$ cat src/rtl/rv32i_mc_core.sv
// Multi-cycle RV32I core: FETCH -> DECODE -> EXECUTE -> [MEM] -> WB, with req/ready memory
// handshakes, byte-lane loads/stores, and sticky HALT/TRAP terminal states.
module rv32i_mc_core #(
  parameter int          PC_WIDTH    = 8,
  parameter int unsigned RESET_PC    = 0,
  parameter bit          TRAP_ON_MIS = 1'b1
) (
  input  logic                clk,
  input  logic                rst_n,
  output logic                imem_req,
  output logic [PC_WIDTH-1:0] imem_addr,
  input  logic                imem_ready,
  input  logic [31:0]         imem_rdata,
  output logic                dmem_req,
  output logic                dmem_we,
  output logic [31:0]         dmem_addr,
  output logic [3:0]          dmem_be,
  output logic [31:0]         dmem_wdata,
  input  logic                dmem_ready,
  input  logic [31:0]         dmem_rdata,
  output logic [PC_WIDTH-1:0] pc,
  output logic                halted,
  output logic                trap
);
  localparam logic [2:0] S_FETCH = 3'd0, S_DEC = 3'd1, S_EXE = 3'd2, S_MEM = 3'd3,
                         S_WB = 3'd4, S_HALT = 3'd5, S_TRAP = 3'd6;
  localparam logic [6:0] OP_LUI = 7'h37, OP_AUIPC = 7'h17, OP_JAL = 7'h6F, OP_JALR = 7'h67,
                         OP_BR = 7'h63, OP_LD = 7'h03, OP_ST = 7'h23, OP_IMM = 7'h13,
                         OP_REG = 7'h33, OP_FENCE = 7'h0F, OP_SYS = 7'h73;

  logic [2:0]          r_state;
  logic [PC_WIDTH-1:0] r_pc, r_npc;
  logic [31:0]         r_ir, r_rs1v, r_rs2v, r_imm, r_res, r_ldv;
  logic [31:0]         r_rf [32];

  logic [6:0]  w_op;
  logic [4:0]  w_rd, w_rs1, w_rs2;
  logic [2:0]  w_f3;
  logic        w_f7b5;
  logic [31:0] w_imm, w_opb, w_alu, w_addr, w_res, w_ld;
  logic        w_legal, w_wen, w_take, w_mis_mem;
  logic [PC_WIDTH-1:0] w_pc4, w_npc;
  logic [7:0]  w_byte;
  logic [15:0] w_half;
  logic [3:0]  w_be_st;
  logic [31:0] w_wd_st;

  assign w_op   = r_ir[6:0];
  assign w_rd   = r_ir[11:7];
  assign w_f3   = r_ir[14:12];
  assign w_rs1  = r_ir[19:15];
  assign w_rs2  = r_ir[24:20];
  assign w_f7b5 = r_ir[30];
  assign w_addr = r_rs1v + r_imm;
  assign w_pc4  = r_pc + PC_WIDTH'(4);

  always_comb begin
    w_imm   = {{20{r_ir[31]}}, r_ir[31:20]};
    w_legal = 1'b1;
    w_wen   = 1'b0;
    case (w_op)
      OP_LUI, OP_AUIPC: begin w_imm = {r_ir[31:12], 12'b0}; w_wen = 1'b1; end
      OP_JAL:  begin
        w_imm = {{11{r_ir[31]}}, r_ir[31], r_ir[19:12], r_ir[20], r_ir[30:21], 1'b0};
        w_wen = 1'b1;
      end
      OP_BR:   w_imm = {{19{r_ir[31]}}, r_ir[31], r_ir[7], r_ir[30:25], r_ir[11:8], 1'b0};
      OP_ST:   w_imm = {{20{r_ir[31]}}, r_ir[31:25], r_ir[11:7]};
      OP_JALR, OP_LD, OP_IMM, OP_REG: w_wen = 1'b1;
      OP_FENCE, OP_SYS: ;
      default: w_legal = 1'b0;
    endcase
  end

  // SUB only exists for register-register ops; bit 30 of an ADDI immediate is just data.
  always_comb begin
    w_opb = (w_op == OP_REG) ? r_rs2v : r_imm;
    case (w_f3)
      3'd0: w_alu = (w_op == OP_REG && w_f7b5) ? r_rs1v - w_opb : r_rs1v + w_opb;
      3'd1: w_alu = r_rs1v << w_opb[4:0];
      3'd2: w_alu = {31'b0, $signed(r_rs1v) < $signed(w_opb)};
      3'd3: w_alu = {31'b0, r_rs1v < w_opb};
      3'd4: w_alu = r_rs1v ^ w_opb;
      3'd5: w_alu = w_f7b5 ? 32'($signed(r_rs1v) >>> w_opb[4:0]) : r_rs1v >> w_opb[4:0];
      3'd6: w_alu = r_rs1v | w_opb;
      default: w_alu = r_rs1v & w_opb;
    endcase
    case (w_f3)
      3'd0: w_take = r_rs1v == r_rs2v;
      3'd1: w_take = r_rs1v != r_rs2v;
      3'd4: w_take = $signed(r_rs1v) < $signed(r_rs2v);
      3'd5: w_take = $signed(r_rs1v) >= $signed(r_rs2v);
      3'd6: w_take = r_rs1v < r_rs2v;
      3'd7: w_take = r_rs1v >= r_rs2v;
      default: w_take = 1'b0;
    endcase
    case (w_op)
      OP_LUI:          w_res = r_imm;
      OP_AUIPC:        w_res = 32'(r_pc) + r_imm;
      OP_JAL, OP_JALR: w_res = 32'(w_pc4);
      OP_LD, OP_ST:    w_res = w_addr;
      default:         w_res = w_alu;
    endcase
    w_npc = w_pc4;
    if (w_op == OP_JAL || (w_op == OP_BR && w_take)) w_npc = r_pc + r_imm[PC_WIDTH-1:0];
    if (w_op == OP_JALR) w_npc = w_addr[PC_WIDTH-1:0] & ~PC_WIDTH'(1);
    case (w_f3[1:0])
      2'd1:    w_mis_mem = w_addr[0];
      2'd2:    w_mis_mem = |w_addr[1:0];
      default: w_mis_mem = 1'b0;
    endcase
  end

  // Store lanes and load extraction both key off the registered byte address.
  always_comb begin
    case (w_f3[1:0])
      2'd0:    begin w_be_st = 4'b0001 << r_res[1:0];        w_wd_st = {4{r_rs2v[7:0]}};  end
      2'd1:    begin w_be_st = 4'b0011 << {r_res[1], 1'b0};  w_wd_st = {2{r_rs2v[15:0]}}; end
      default: begin w_be_st = 4'b1111;                      w_wd_st = r_rs2v;            end
    endcase
    case (r_res[1:0])
      2'd0:    w_byte = dmem_rdata[7:0];
      2'd1:    w_byte = dmem_rdata[15:8];
      2'd2:    w_byte = dmem_rdata[23:16];
      default: w_byte = dmem_rdata[31:24];
    endcase
    w_half = r_res[1] ? dmem_rdata[31:16] : dmem_rdata[15:0];
    case (w_f3)
      3'd0:    w_ld = {{24{w_byte[7]}}, w_byte};
      3'd1:    w_ld = {{16{w_half[15]}}, w_half};
      3'd4:    w_ld = {24'b0, w_byte};
      3'd5:    w_ld = {16'b0, w_half};
      default: w_ld = dmem_rdata;
    endcase
  end

  always_ff @(posedge clk or negedge rst_n) begin
    if (!rst_n) begin
      r_state <= S_FETCH;
      r_pc    <= PC_WIDTH'(RESET_PC);
      r_npc   <= PC_WIDTH'(RESET_PC);
      r_ir    <= '0;
      r_rs1v  <= '0;
      r_rs2v  <= '0;
      r_imm   <= '0;
      r_res   <= '0;
      r_ldv   <= '0;
    end else begin
      case (r_state)
        S_FETCH: if (imem_ready) begin r_ir <= imem_rdata; r_state <= S_DEC; end
        S_DEC: begin
          r_rs1v <= (w_rs1 == 5'd0) ? '0 : r_rf[w_rs1];
          r_rs2v <= (w_rs2 == 5'd0) ? '0 : r_rf[w_rs2];
          r_imm  <= w_imm;
          if (!w_legal)            r_state <= S_TRAP;
          else if (w_op == OP_SYS) r_state <= S_HALT;
          else                     r_state <= S_EXE;
        end
        S_EXE: begin
          r_res <= w_res;
          r_npc <= TRAP_ON_MIS ? w_npc : {w_npc[PC_WIDTH-1:2], 2'b00};
          if (TRAP_ON_MIS && w_npc[1])                 r_state <= S_TRAP;
          else if (w_op == OP_LD || w_op == OP_ST)     r_state <= (TRAP_ON_MIS && w_mis_mem) ? S_TRAP : S_MEM;
          else                                         r_state <= S_WB;
        end
        S_MEM: if (dmem_ready) begin r_ldv <= w_ld; r_state <= S_WB; end
        S_WB:  begin r_pc <= r_npc; r_state <= S_FETCH; end
        default: r_state <= r_state;
      endcase
    end
  end

  // A reset landing on a WB cycle forces FETCH asynchronously, so the write never happens.
  always_ff @(posedge clk) begin
    if (r_state == S_WB && w_wen && w_rd != 5'd0)
      r_rf[w_rd] <= (w_op == OP_LD) ? r_ldv : r_res;
  end

  assign imem_req   = rst_n && (r_state == S_FETCH);
  assign imem_addr  = r_pc;
  assign pc         = r_pc;
  assign dmem_req   = (r_state == S_MEM);
  assign dmem_we    = dmem_req && (w_op == OP_ST);
  assign dmem_addr  = dmem_req ? r_res : '0;
  assign dmem_be    = dmem_req ? ((w_op == OP_ST) ? w_be_st : 4'hF) : 4'h0;
  assign dmem_wdata = dmem_we ? w_wd_st : '0;
  assign halted     = (r_state == S_HALT);
  assign trap       = (r_state == S_TRAP);
endmodule

$ cat config.mk
export PLATFORM = sky130hd
export DESIGN_NAME = rv32i_mc_core
export DESIGN_NICKNAME = d
export VERILOG_FILES = /design/src/rtl/rv32i_mc_core.sv
export SDC_FILE = /design/constraint.sdc
export NUM_CORES = 2
export LEC_CHECK = 0
export ABC_AREA = 0
export ABC_CLOCK_PERIOD_IN_PS = 7830
export CELL_PAD_IN_SITES_DETAIL_PLACEMENT = 0
export CELL_PAD_IN_SITES_GLOBAL_PLACEMENT = 2
export CORE_MARGIN = 1.5
export CORE_UTILIZATION = 48
export DETAILED_ROUTE_END_ITERATION = 8
export PLACE_DENSITY_LB_ADDON = 0.2
export SLEW_MARGIN = 5
export SYNTH_ARGS = -nofsm -noshare
export SYNTH_HDL_FRONTEND = slang
export SYNTH_SLANG_ARGS = --single-unit
export TNS_END_PERCENT = 5
$ cat constraint.sdc
create_clock -name clk -period 7.83 [get_ports clk]
set_input_delay 1.566 -clock clk [delete_from_list [all_inputs] [get_ports clk]]
set_output_delay 1.566 -clock clk [all_outputs]
set_load 0.02 [all_outputs]
## Word level (Yosys, flattened, before mapping)

Memory sizes are Yosys's and may differ from the RTL's.
Index checks and enable logic that the tools add are counted.

- Logic and storage cells: 121
- Memory bits (writable): 1024
- Input bits: 68
- Flip-flop bits (word level): 211
- Output and inout port bits: 89
- Memories: 1

Memory list:

| memory | words | bits a word | rd ports | clocked after Yosys merged registers in | write ports | RTL line | text |
|---|---|---|---|---|---|---|---|
| r_rf | 32 | 32 | 2 | 0 | 1 | 34 | `logic [31:0] r_rf [32];` |

- Add/sub/neg operators: 6
- Order comparisons: 6
- Mux-type cells: 34
- Reduce and logical (&&, ||, !) cells: 25
- Shifts and indexed selects: 5
- Equal/unequal tests: 32
- Bitwise operators: 3

Operators with widths:

| kind | count |
|---|---|
| $mux W32 | 8 |
| $pmux W32 S4 | 2 |
| $pmux W32 S7 | 1 |
| $lt A32 B32 Y1 | 4 |
| $pmux W31 S4 | 1 |
| $add A32 B32 Y32 | 2 |
| $ge A32 B32 Y1 | 2 |
| $pmux W32 S2 | 1 |
| $add A8 B32 Y32 | 1 |
| $and A32 B32 Y32 | 1 |
| $eq A32 B32 Y1 | 1 |
| $ne A32 B32 Y1 | 1 |
| $or A32 B32 Y32 | 1 |
| $shl A32 B5 Y32 | 1 |
| $shr A32 B5 Y32 | 1 |
| $sshr A32 B5 Y32 | 1 |
| $sub A32 B32 Y32 | 1 |
| $xor A32 B32 Y32 | 1 |
| $eq A7 B7 Y1 const B | 4 |
| $pmux W8 S3 | 1 |
| $eq A3 B3 Y1 const B | 7 |
| $eq A7 B6 Y1 const B | 3 |
| $mux W3 | 7 |
| $mux W16 | 1 |
| 31 further kinds | 57 |

## Logic depth before layout (Yosys ltp)

- Depth in word-level cells: 8
- Gate-level depth with buffers: 22

## Least setup slack after synthesis

OpenSTA, ideal clock, no wires.

- Path type: reg-to-reg
- Start: register r_state[2]
- End: memory r_rf[25][0], enable pin
- Cell stages (with the launch flop): 6
- Setup slack: 3.097 ns
- Arrival: 4.265 ns
- Clock period less this slack: 4.733 ns
- Path buffers: 1
- Data required time: 7.362 ns
- Cells stage by stage: dfrtp_1 clkbuf_1 nor3b_1 and3b_1 nand3b_1 nor3b_1

- Longest elaborated chain between the ends: 5

RTL lines:

| item | RTL line | text |
|---|---|---|
| from (decl) | 31 | `logic [2:0] r_state;` |
| from (signal assigned) | 163 | `else if (w_op == OP_LD \|\| w_op == OP_ST) r_state <= (TRAP_ON_MIS && w_mis_mem) ? S_TRAP : S_MEM;` |
| from (signal assigned) | 168 | `default: r_state <= r_state;` |
| $eq A3 B3 Y1 | 175 | `if (r_state == S_WB && w_wen && w_rd != 5'd0)` |
| $logic_and A1 B1 Y1 (2 in a row) | 175 |  |
| $mux W1 | 175 |  |
| $mux W1 | 176 | `r_rf[w_rd] <= (w_op == OP_LD) ? r_ldv : r_res;` |
| to (decl) | 34 |  |

No other way between the ends.

## Final worst setup path

- Start: register r_state[0]
- End: output port dmem_wdata[28]

- Longest elaborated chain between the ends: 3

RTL lines:

| item | RTL line | text |
|---|---|---|
| $eq A3 B2 Y1 | 182 | `assign dmem_req = (r_state == S_MEM);` |
| $logic_and A1 B1 Y1 | 183 | `assign dmem_we = dmem_req && (w_op == OP_ST);` |
| $mux W32 | 186 | `assign dmem_wdata = dmem_we ? w_wd_st : '0;` |
| to (decl) | 18 | `output logic [31:0] dmem_wdata,` |

No other way between the ends.

==> impl_metrics.py <==
metrics = {
    "global_routing": {
        "first_global_vias": 51959,
        "antenna_found_initial": 18,
        "grt_max_degree": 111,
        "overflow": 0,
        "grt_util_all_layers_pct": 40.6,
        "grt_pass1_wl_um": 417000,
    },
    "worst_setup_path": {
        "crit_fanout": 32,
        "start_kind": "register",
        "cp-end-kind": "output pin",
        "crit_type": "reg -> out",
        "required_ns": 6.26,
        "worstPathArrival_ns": 5.39,
    },
    "placement": {
        "numPortBuffers": 156,
        "dp_hpwl_um": 210000,
        "gp_routability_congestion": 1.09,
        "post-place-ws_ns": 1.92,
        "placed_area_mm2": 0.0746,
    },
    "power_and_ir_drop": {
        "p_int_uw": 19200,
        "clkPwrFrac_pct": 17.8,
        "leakagePower_uw": 0.0275,
        "switching_power_uw": 17800,
        "vdd_ir_drop_max_v": 0.000367,
        "powerDensity_mw_per_mm2": 468,
        "switching_share_pct": 48.1,
        "p_comb_share_pct": 54.8,
        "seqPwrFrac_pct": 27.4,
        "finalPower_uw": 37100,
    },
    "synthesis": {
        "yosysUniqueCellTypes": 106,
        "netlist_area_mm2": 0.0705,
        "synth_edf_count": 1024,
        "ys.flop_type": "edfxtp_1",
        "async_flop_share_pct": 17.1,
        "yosys.area.top_type": "edfxtp_1",
        "synth_top_area_share_pct": 43.6,
        "synth_area_leaders": "edfxtp_1 44%, mux4_2 14%, dfrtp_1 7.5%",
        "yosysSeqAreaShare_pct": 51.1,
        "postSynthCellCount": 5546,
        "yosysWarnings": 0,
        "ys_ff_latch": 1235,
        "avgSynthCellArea_um2": 12.7,
    },
    "sta": {
        "finalSetupViolations": 0,
        "slew_headroom_pct": 13.7,
        "fin_skew_ns": 0.0477,
        "setup_tns_ns": 0,
        "period_minus_slack_ns": 6.96,
        "fmax_ghz": 0.144,
        "finalCritPeriodShare_pct": 88.9,
        "rsz0062_at_grt": "false",
        "worst_slew_pin_slew_ns": 1.29,
        "finalHoldViolations": 0,
        "slew_violations": 0,
        "fin_ws_ns": 0.872,
    },
    "floorplanning": {
        "die_h_um": 386,
        "dieArea_mm2": 0.149,
        "initial_core_util_pct": 48.4,
        "num_io_pins": 157,
        "rows": 140,
        "fp.dieW_um": 386,
        "core_mm2": 0.146,
    },
    "cts": {
        "cts_sinks": 1235,
        "cts.path.max_buffers": 3,
        "cts_tree": "built",
        "post-cts-setup-buffers": 0,
        "cts_resized": 0,
        "cts_buffers": 136,
        "clock-root-buffer": "clkbuf_16",
        "holdBufCountCts": 0,
        "htree_levels": 4,
        "clk_pin_slew_ns": 0.06,
        "insertion_delay_ns": 0.82,
    },
    "drt": {
        "drc": 0,
        "routed_wl_um": 306000,
        "vias": 54219,
        "dr.pass1.iters": 6,
        "drtIter0Drc": 6820,
        "post_drt_wl_per_cell_um": 39.9,
        "via_per_inst": 7.08,
        "ant_nets": 0,
    },
    "final_layout": {
        "final_cell_area_mm2": 0.0792,
        "nets": 5865,
        "fillers": 12129,
        "final_layout_size_suffix_gt1_share_pct": 19.2,
        "syn_to_final_growth_pct": 12.3,
    },
    "outcome": {
        "outcome": "complete, no violations",
    },
    "job": {
        "cap_viol_max_count": 0,
    },
    "worst_hold_path": {
        "holdCritPathClass": "reg -> reg",
    },
}
-- Yosys cell counts, types with 15 or more instances --
| cell | n |
|---|---|
| a2111oi_0 | 22 |
| a211oi_1 | 51 |
| a21o_1 | 31 |
| a21oi_1 | 416 |
| a221o_1 | 19 |
| a221oi_1 | 31 |
| a22oi_1 | 30 |
| a311oi_1 | 29 |
| a31oi_1 | 37 |
| and3_1 | 54 |
| buf_1 | 63 |
| buf_2 | 43 |
| buf_4 | 15 |
| clkbuf_1 | 293 |
| dfrtp_1 | 211 |
| edfxtp_1 | 1024 |
| ha_1 | 173 |
| inv_1 | 145 |
| mux2_2 | 189 |
| mux2i_1 | 288 |
| mux4_2 | 427 |
| nand2_1 | 381 |
| nand2b_1 | 29 |
| nand3_1 | 75 |
| nand4_1 | 17 |
| nor2_1 | 341 |
| nor2b_1 | 52 |
| nor3_1 | 92 |
| o211ai_1 | 45 |
| o21ai_0 | 288 |
| o221ai_1 | 81 |
| o22ai_1 | 156 |
| o31ai_1 | 22 |
| o32ai_1 | 25 |
| xnor2_1 | 58 |
| xor2_1 | 26 |
-- logic make-up after synthesis --
kind of cell | after synthesis | share of synthesized area (%)
xor+xnor | 84 | 1.04
other cells | 1 | 0.00532
compound gates | 1435 | 13.2
buf+inv | 576 | 3.35
flops | 1235 | 51.1
simple gates | 1133 | 7.41
mux | 905 | 20.8
fa+ha+maj | 177 | 3.18
-- state kept, by name (all words and copies together), names as in the netlist, 32 cells and up --
name,cells
r_rf,1024
r_ir,32
r_rs1v,32
r_res,32
r_imm,32
r_ldv,32
r_rs2v,32
-- path summary, 6_finish.rpt --
kind | depth (start not counted) | slack [ns] | endpoint | from
min in group asynchronous | 1 | 0.76 | imem_addr[1]$_DFFE_PN0N_ | rst_n
worst min-delay path | 2 | 0.47 | r_ldv[7]$_DFFE_PN0P_ | r_ldv[7]$_DFFE_PN0P_
max in group asynchronous | 3 | 4.93 | r_ir[15]$_DFFE_PN0P_ | rst_n
worst max register to register | 17 | 1.70 | r_res[29]$_DFFE_PN0P_ | r_ir[5]$_DFFE_PN0P_
worst max-delay path | 8 | 0.87 | dmem_wdata[28] | r_state[0]$_DFFE_PN0P_
worst min register to register | 2 | 0.47 | r_ldv[7]$_DFFE_PN0P_ | r_ldv[7]$_DFFE_PN0P_
-- final cells by class --
type | count | area [um2] | area share, %
multi-input cells | 3766 | 32600 | 41.2
repair buffers | 329 | 2970 | 3.75
well taps | 1917 | 2400 | 3.03
clock inverters | 83 | 971 | 1.23
clock buffers | 167 | 3590 | 4.54
flip-flops and latches | 1235 | 36100 | 45.6
inverters | 152 | 576 | 0.727
diodes | 4 | 10.0 | 0.0126
-- stage by stage --
step | instances | hold slack [ns] | utilization [%]
floorplan | 5577 | 0.443 | -
global placement | 7399 | 0.457 | 51.2
detailed placement | 7399 | 0.466 | 51.2
CTS | 7649 | 0.478 | 54.3
global route | 7649 | 0.501 | 54.3
finish | 7653 | 0.474 | 54.3
-- critical path: stages, from the launching register on --
cell	delay, ns
dfrtp_1	0.49
inv_1	0.20
nor2_1	0.35
buf_4	0.35
nand2_1	0.22
inv_1	0.31
nand2_2	0.61
a31oi_1	1.19
clkdlybuf4s50_1	0.80
-- placed cells by master (no fill, tap or decap), drive strengths merged, types with 26 or more instances in the layout --
cell type	count
a21oi	416
o22ai	156
a31oi	39
nor2	343
o21ai	298
dfrtp	211
clkinv	57
a311oi	29
nand3	76
nor3	94
a21o	31
nand2	384
inv	159
nor2b	52
edfxtp	1024
and3	54
o211ai	45
o221ai	81
a221oi	32
ha	173
mux2i	289
xnor2	58
clkbuf	167
a22oi	31
mux4	427
mux2	189
nand2b	29
xor2	26
conb	32
a211oi	52
clkdlybuf4s50	155
buf	174
-- power by group through the flow --
stage	sequential, uW	combinational [uW]	clock, uW
detailed placement	10200	19700	0
global placement	10200	19700	0
finish	10200	20300	6600
global route	10200	21100	6890
CTS	10100	19800	6640
floorplan	9140	12700	0
-- routing by layer --
metal  GRT usage (%)  routed length [um]
met3            8.32               28700
met1            54.8              120000
met4            21.4               18400
met5               0                  50
met2            62.0              139000
(Power assumes the default switching activity.)
